==> src/rtl/logical_left_shift_seq_32bit_if.sv <==
// Start/done handshake and data bus for the sequential logical left shifter.
interface logical_left_shift_seq_32bit_if #(
  parameter int unsigned WIDTH   = 32,
  parameter int unsigned SHAMT_W = 5
);
  logic               start;
  logic [WIDTH-1:0]   a;
  logic [SHAMT_W-1:0] b;
  logic               busy;
  logic               done;
  logic [WIDTH-1:0]   out;
  logic               lost;

  modport master (
    output start, a, b,
    input  busy, done, out, lost
  );

  modport slave (
    input  start, a, b,
    output busy, done, out, lost
  );
endinterface

==> src/rtl/logical_left_shift_seq_32bit.sv <==
// Multi-cycle logical left shifter, one bit per clock, reporting shifted-out ones.
// Optional macro SHIFT_STRIDE4_EN: shift by four per clock while four or more remain.
module logical_left_shift_seq_32bit #(
  parameter int unsigned WIDTH   = 32,
  parameter int unsigned SHAMT_W = 5
) (
  input logic                      clk,
  input logic                      rst_n,
  logical_left_shift_seq_32bit_if.slave sif
);

  typedef enum logic [1:0] {
    IDLE  = 2'd0,
    SHIFT = 2'd1,
    DONE  = 2'd2
  } state_t;

  state_t             r_state, w_state_nx;
  logic [WIDTH-1:0]   r_sh,    w_sh_nx;
  logic [SHAMT_W-1:0] r_cnt,   w_cnt_nx;
  logic               r_lz,    w_lz_nx;
  logic [WIDTH-1:0]   r_out,   w_out_nx;
  logic               r_lost,  w_lost_nx;

  always_ff @(posedge clk or negedge rst_n) begin
    if (!rst_n) begin
      r_state <= IDLE;
      r_sh    <= '0;
      r_cnt   <= '0;
      r_lz    <= 1'b0;
      r_out   <= '0;
      r_lost  <= 1'b0;
    end else begin
      r_state <= w_state_nx;
      r_sh    <= w_sh_nx;
      r_cnt   <= w_cnt_nx;
      r_lz    <= w_lz_nx;
      r_out   <= w_out_nx;
      r_lost  <= w_lost_nx;
    end
  end

  always_comb begin
    w_state_nx = r_state;
    w_sh_nx    = r_sh;
    w_cnt_nx   = r_cnt;
    w_lz_nx    = r_lz;
    w_out_nx   = r_out;
    w_lost_nx  = r_lost;
    unique case (r_state)
      IDLE, DONE: begin
        // DONE accepts a new request directly so back-to-back ops need no bubble
        if (sif.start) begin
          w_sh_nx    = sif.a;
          w_cnt_nx   = sif.b;
          w_lz_nx    = 1'b0;
          w_state_nx = SHIFT;
        end else if (r_state == DONE) begin
          w_state_nx = IDLE;
        end
      end
      SHIFT: begin
        if (r_cnt == '0) begin
          w_out_nx   = r_sh;
          w_lost_nx  = r_lz;
          w_state_nx = DONE;
        end
`ifdef SHIFT_STRIDE4_EN
        else if (r_cnt >= SHAMT_W'(4)) begin
          w_sh_nx  = {r_sh[WIDTH-5:0], 4'b0000};
          w_lz_nx  = r_lz | (|r_sh[WIDTH-1:WIDTH-4]);
          w_cnt_nx = r_cnt - SHAMT_W'(4);
        end
`endif
        else begin
          w_sh_nx  = {r_sh[WIDTH-2:0], 1'b0};
          w_lz_nx  = r_lz | r_sh[WIDTH-1];
          w_cnt_nx = r_cnt - SHAMT_W'(1);
        end
      end
      default: w_state_nx = IDLE;
    endcase
  end

  assign sif.busy = (r_state == SHIFT);
  assign sif.done = (r_state == DONE);
  assign sif.out  = r_out;
  assign sif.lost = r_lost;

endmodule

==> src/flat_wrapper.sv <==
// flat-port wrapper written by rule: the top's interface ports become plain ports
module logical_left_shift_seq_32bit_flat 
#(
  parameter int unsigned WIDTH   = 32,
  parameter int unsigned SHAMT_W = 5
)
  (clk, rst_n, sif_start, sif_a, sif_b, sif_busy, sif_done, sif_out, sif_lost);
  logical_left_shift_seq_32bit_if #(.WIDTH(WIDTH), .SHAMT_W(SHAMT_W)) sif_i ();
  input logic clk;
  input logic rst_n;
  input wire logic [$bits(sif_i.start)-1:0] sif_start;
  input wire logic [$bits(sif_i.a)-1:0] sif_a;
  input wire logic [$bits(sif_i.b)-1:0] sif_b;
  output wire logic [$bits(sif_i.busy)-1:0] sif_busy;
  output wire logic [$bits(sif_i.done)-1:0] sif_done;
  output wire logic [$bits(sif_i.out)-1:0] sif_out;
  output wire logic [$bits(sif_i.lost)-1:0] sif_lost;
  assign sif_i.start = sif_start;
  assign sif_i.a = sif_a;
  assign sif_i.b = sif_b;
  assign sif_busy = sif_i.busy;
  assign sif_done = sif_i.done;
  assign sif_out = sif_i.out;
  assign sif_lost = sif_i.lost;
  logical_left_shift_seq_32bit #(.WIDTH(WIDTH), .SHAMT_W(SHAMT_W)) u_core (.clk(clk), .rst_n(rst_n), .sif(sif_i));
endmodule
==> config.mk <==
export PLATFORM = sky130hd
export DESIGN_NAME = logical_left_shift_seq_32bit_flat
export DESIGN_NICKNAME = d
export VERILOG_FILES = /design/src/rtl/logical_left_shift_seq_32bit_if.sv /design/src/rtl/logical_left_shift_seq_32bit.sv /design/src/flat_wrapper.sv
export SDC_FILE = /design/constraint.sdc
export NUM_CORES = 1
export LEC_CHECK = 0
export ABC_AREA = 1
export CAP_MARGIN = 0
export CORE_MARGIN = 4
export CORE_UTILIZATION = 25
export CTS_BUF_LIST = sky130_fd_sc_hd__clkbuf_4
export CTS_CLUSTER_DIAMETER = 40
export CTS_CLUSTER_SIZE = 14
export DETAILED_ROUTE_END_ITERATION = 8
export GPL_TIMING_DRIVEN = 0
export PLACE_DENSITY = 0.47
export SLEW_MARGIN = 5
export SYNTH_ARGS = -nofsm -noshare
export SYNTH_HDL_FRONTEND = slang
export SYNTH_SLANG_ARGS = --single-unit
==> constraint.sdc <==
create_clock -name clk -period 2.6 [get_ports clk]
set_input_delay 0.52 -clock clk [delete_from_list [all_inputs] [get_ports clk]]
set_output_delay 0.52 -clock clk [all_outputs]
set_load 0.02 [all_outputs]
# Yosys cells after proc, flatten, opt, wreduce, memory -nomap -nowiden
# Index checks and enable logic that the tools add are counted.
[word_totals] register_bits=73 input_bits=40 out_inout_bits=35 elab_cells=34
[op_classes] add_sub_neg=1 eq_ne=6 mux=13 n_bitwise=1 n_reduce_logical=7
[ops] op="$mux 32" n=2
[ops] op="$pmux 32 s2" n=1
[ops] op="$mux 5" n=2
[ops] op="$pmux 5 s2" n=1
[ops] op="$mux 2" n=3
[ops] op="$logic_not 5->1" n=1
[ops] op="$sub 5x1->5 const B" n=1
[ops] op="$ne 2x2->1 const B" n=2
[ops] op="$pmux 2 s2" n=1
[ops] op="$reduce_and 2->1" n=2
[ops] op="$ne 3x3->1 const B" n=1
[ops] op="$reduce_and 3->1" n=1
[ops] op="$eq 2x1->1 const B" n=1
[ops] op="$eq 2x2->1 const B" n=1
[ops] op="$logic_not 2->1" n=1
[ops] op="$mux 1" n=2
[ops] op="$ne 2x1->1 const B" n=1
[ops] op="$pmux 1 s2" n=1
[ops] op="$reduce_bool 2->1" n=1
[ops] op="$reduce_or 2->1" n=1
[ops] op="$or 1x1->1" n=1

# Logic depth before layout (Yosys ltp)
[logic_depth] ltp_word=4 depth_mapped=9 depth_no_buf=8

# Worst setup path after synthesis
# No wires, ideal clock.
[synth_timing] kind="flip-flop to flip-flop" startpoint="register u_core.r_cnt[0]" endpoint="register u_core.r_out[30], in the netlist u_core.sif.out[30]" setup_ns=0.122 t_arrival_ns=1.350 required_time_ns=2.478 setup_slack_ns=1.128 stages_incl_launch_ff=10 path_buffers=2 synth_period_minus_slack_ns=1.472 cell_sequence="dfrtp_1 -> inv_1 -> ha_1 -> nand2_1 -> nor2_1 -> nand3_2 -> buf_6 -> buf_6 -> nand2_1 -> o21ai_1"
[synth_between] elab_chain_len=2
[synth_rtl] item="start: declaration" line="logical_left_shift_seq_32bit.sv:20" text="logic [SHAMT_W-1:0] r_cnt, w_cnt_nx;"
[synth_rtl] item="start signal: assignment" line="logical_left_shift_seq_32bit.sv:36" text="r_cnt <= w_cnt_nx;"
[synth_rtl] item="$logic_not 5->1" line="logical_left_shift_seq_32bit.sv:63" text="if (r_cnt == '0) begin"
[synth_rtl] item="$reduce_and 2->1 (no line)"
[synth_rtl] item="end signal: assignment" line="logical_left_shift_seq_32bit.sv:38" text="r_out <= w_out_nx;"
[synth_rtl] item="end: declaration" line="logical_left_shift_seq_32bit.sv:22" text="logic [WIDTH-1:0] r_out, w_out_nx;"
# No other way between the ends.
# A chain may end at the register's enable or synchronous reset.

# Final worst setup path
[layout_timing] startpoint="register u_core.r_state[1]" endpoint="output sif_busy"
[layout_between] elab_chain_len=1
[layout_rtl] item="start: declaration" line="logical_left_shift_seq_32bit.sv:18" text="state_t r_state, w_state_nx;"
[layout_rtl] item="start signal: assignment" line="logical_left_shift_seq_32bit.sv:34" text="r_state <= w_state_nx;"
[layout_rtl] item="$eq 2x1->1" line="logical_left_shift_seq_32bit.sv:85" text="assign sif.busy = (r_state == SHIFT);"
[layout_rtl] item="end: declaration" line="flat_wrapper.sv:14" text="output wire logic [$bits(sif_i.busy)-1:0] sif_busy;"
# No other way between the ends.

==> metrics.md <==
| Metric | Value |
|---|---|
| Largest area contributor in the netlist | dfrtp_1 |
| Post-Synthesis Cells | 372 |
| Critical path type | flip-flop to primary output |
| Max rail drop VDD | 0.000479 V |
| Dominant cells by area after synthesis | dfrtp_1 (56%), nand2_1 (13%), o21ai_1 (12%) |
| Maxcap violations | 0 |
| Sequential cell area fraction in the yosys report | 55.9% |
| Critical path arrival | 1.73 ns |
| Post-Place Worst Slack | 0.775 ns |
| IO buf count | 74 |
| Die X-Extent | 122 um |
| Clk_lat worst skew | 0.41 ns |
| Initial core utilization | 25.7% |
| Fin nets | 500 |
| Routability cong. | 0.744 |
| Type of origin of the critical path | flip-flop |
| Yosys warns | 0 |
| Last element of the critical path | sif_busy |
| Max Fanout on Critical Path | 10 |
| R2R cell count | 9 |
| Mean Syn Cell Area | 8.78 sq um |
| Minimum clock period | 2.25 ns |
| Asr flop ratio synth | 100% |
| Area growth from synthesis to layout | 36.5% |
| Worst setup margin | 0.350 ns |
| Num ports | 75 |
| Number of global-route vias before repair | 2792 |
| RSZ-0062 raised after global routing | false |
| # fillers | 1373 |
| Die Area | 0.0150 sq mm |
| Worst hold slack | 0.500 ns |
| CTS HTree Levels | 3 |
| Initial DRC count | 107 |
| Slew headroom | 79.5% |
| Ys flop type | dfrtp_1 |
| DIE HEIGHT | 122 um |
| CTS buffer count | 9 |
| Crit end category | primary output |
| R2R Path Start | u_core.r_cnt[0]$_DFFE_PN0P_ |
| Worst Hold Class | flip-flop to flip-flop |
| Global-route wire length before repair | 14.3 mm |
| Tcrit/Tclk final | 86.5% |
| Worst Max-Slew Pin Slew | 0.308 ns |
| Clock buffer depth | 2 |
| Routed WL | 8.60 mm |
| Count leader, synth | nand2_1 |
| Core area | 0.0127 sq mm |
| Mapped Nets | 413 |
| Ant. Diodes | 0 |
| Share of cells above drive strength 1 | 12.5% |
| Pwr dens | 1350 mW/mm^2 |
| Vias per std cell | 4.16 |
| GR Util All Layers | 12.3% |
| Final hold violation count | 0 |
| Critical Path RT | 2.08 ns |
| Clock sinks | 73 |
| Wire per inst | 13.5 um |
| Post-synth cell types | 21 |
| R2R Path End | u_core.sif.out[26]$_DFFE_PN0P_ |
| Hpwl dp | 6.11 mm |
| Vias | 2644 |
| Antenna violations before repair | 0 |
| Lkg Pwr | 2.05 nW |
| Antenna Violating Nets Remaining | 0 |
| Max-slew violation count | 0 |
| Outcome | completed |
| Num rows | 41 |
| Largest net degree at the start of global routing | 59 |
| Post-CTS sizing | 0 |
| CTS tree | done |
| Grt ovf | 0 |
| DR DRC count | 0 |
| Clock Pin Slew Worst Setup and Hold Paths | 0.13 ns |
| CTS root buf | clkbuf_4 |
| CP Launch Point | u_core.r_state[1]$_DFFE_PN0P_ |
| Post-Synthesis Cell Area | 0.00327 sq mm |
| Endpoints failing setup | 0 |
| Synthesized flop and latch total | 73 |
| Top post-synthesis cells by count | nand2_1 (110), o21ai_1 (78), dfrtp_1 (73), inv_1 (41), o21ai_2 (12) |
| Fmax | 444 MHz |
| Flop2flop setup slack | 0.92 ns |
| Area share of the largest cell type after synthesis | 55.9% |
| Setup Skew | 0.0149 ns |
| EDFF count, synth | 0 |
| 1st-pass router iterations | 4 |
==> what timing repair did <==
| action | 4_1_cts | 5_1_grt |
|---|---|---|
| setup buffers | 0 | 0 |
| hold endpoints to repair | 15 | 0 |
| setup endpoints to repair | 0 | 0 |
| hold buffers | 1 | 0 |
==> flip-flops by register name, indices dropped and copies added (netlist names) <==
signal and cells:
u_core.sif.out 32, u_core.r_cnt 5, u_core.r_lz 1, u_core.sif.lost 1, u_core.r_state 2, u_core.r_sh 32
==> worst min path at each step <==
stage / from / end / slack (ns) / cells after the start
3_5_place_dp: rst_n / u_core.sif.out[10]$_DFFE_PN0P_ / 0.41 / 1
3_3_place_gp: u_core.sif.out[10]$_DFFE_PN0P_ / u_core.sif.out[10]$_DFFE_PN0P_ / 0.47 / 2
2_1_floorplan: rst_n / u_core.r_cnt[0]$_DFFE_PN0P_ / 0.22 / 0
4_1_cts: rst_n / u_core.sif.out[6]$_DFFE_PN0P_ / 0.48 / 2
5_1_grt: rst_n / u_core.sif.out[6]$_DFFE_PN0P_ / 0.49 / 2
6_report: u_core.sif.out[11]$_DFFE_PN0P_ / u_core.sif.out[11]$_DFFE_PN0P_ / 0.50 / 2
==> power by group <==
| part | switching, W | internal, W | leakage [nW] |
|---|---|---|---|
| Clock | 0.000417 | 0.000576 | 0.105 |
| Combinational | 0.00183 | 0.00127 | 1.03 |
| Sequential | 0.000240 | 0.00167 | 0.916 |
| Total | 0.00248 | 0.00351 | 2.05 |
==> metal layers <==
metal  global-route usage [%]  vias to the layer above  routed length [um]  part of all wire [%]
li1                         -                     1355                   -                     -
met1                     16.4                     1228                4150                    48
met2                     19.3                       55                3940                    46
met3                     4.01                        6                 438                   5.1
met4                     2.94                        0                  70                  0.81
met5                        0                        -                   0                     0
==> cell families after synthesis <==
group	count (synthesis)	synth area share, %
compound gates	103	17.2
fa+ha+maj	1	0.383
buf+inv	65	10.3
flops	73	55.9
simple gates	130	16.2
==> cells in the final DEF (no fill, tap or decap) <==
cell type,instances
o21ai_2,12
buf_2,8
clkbuf_2,3
a21oi_1,2
nor2_1,6
nand3_1,8
buf_16,1
dfrtp_1,73
nand2_1,110
dlygate4sd3_1,1
buf_6,6
nand3_2,1
inv_1,41
o21ai_1,78
inv_2,2
clkinv_2,1
clkbuf_4,9
o21ai_0,11
inv_4,1
nand2_2,2
ha_1,1
bufinv_16,4
nor2_8,1
buf_8,2
clkdlybuf4s50_1,73
buf_4,3
or2_2,2
clkinv_1,2
==> final cells by class <==
| cell class | instances | area, sq um | share of cell area (%) |
|---|---|---|---|
| clock inverter | 7 | 133 | 2.98 |
| clock buffer | 9 | 67.6 | 1.52 |
| multi-input combinational | 234 | 1100 | 24.8 |
| sequential | 73 | 1830 | 41.0 |
| inverter | 44 | 168 | 3.76 |
| tap | 172 | 215 | 4.83 |
| buffer | 21 | 168 | 3.76 |
| timing repair buffer | 76 | 776 | 17.4 |
==> stage by stage <==
| stage | setup TNS [ns] | power (W) | cell area, sq um | instances | util [%] |
|---|---|---|---|---|---|
| 6_report | 0 | 0.00600 | 4460 | 636 | 35.0 |
| 5_1_grt | 0 | 0.00653 | 4460 | 636 | 35.0 |
| 4_1_cts | 0 | 0.00611 | 4460 | 636 | 35.0 |
| 3_5_place_dp | 0 | 0.00509 | 4250 | 619 | 33.4 |
| 3_3_place_gp | -122.92 | 0.00504 | 4220 | 618 | 33.2 |
| 2_1_floorplan | 0 | 0.00395 | 3270 | 372 | - |
==> critical path, cell delays in order (launching register included) <==
cell and delay, ns:
dfrtp_1 0.46, nor2_8 0.22, clkdlybuf4s50_1 0.64
(Power assumes the default switching activity.)
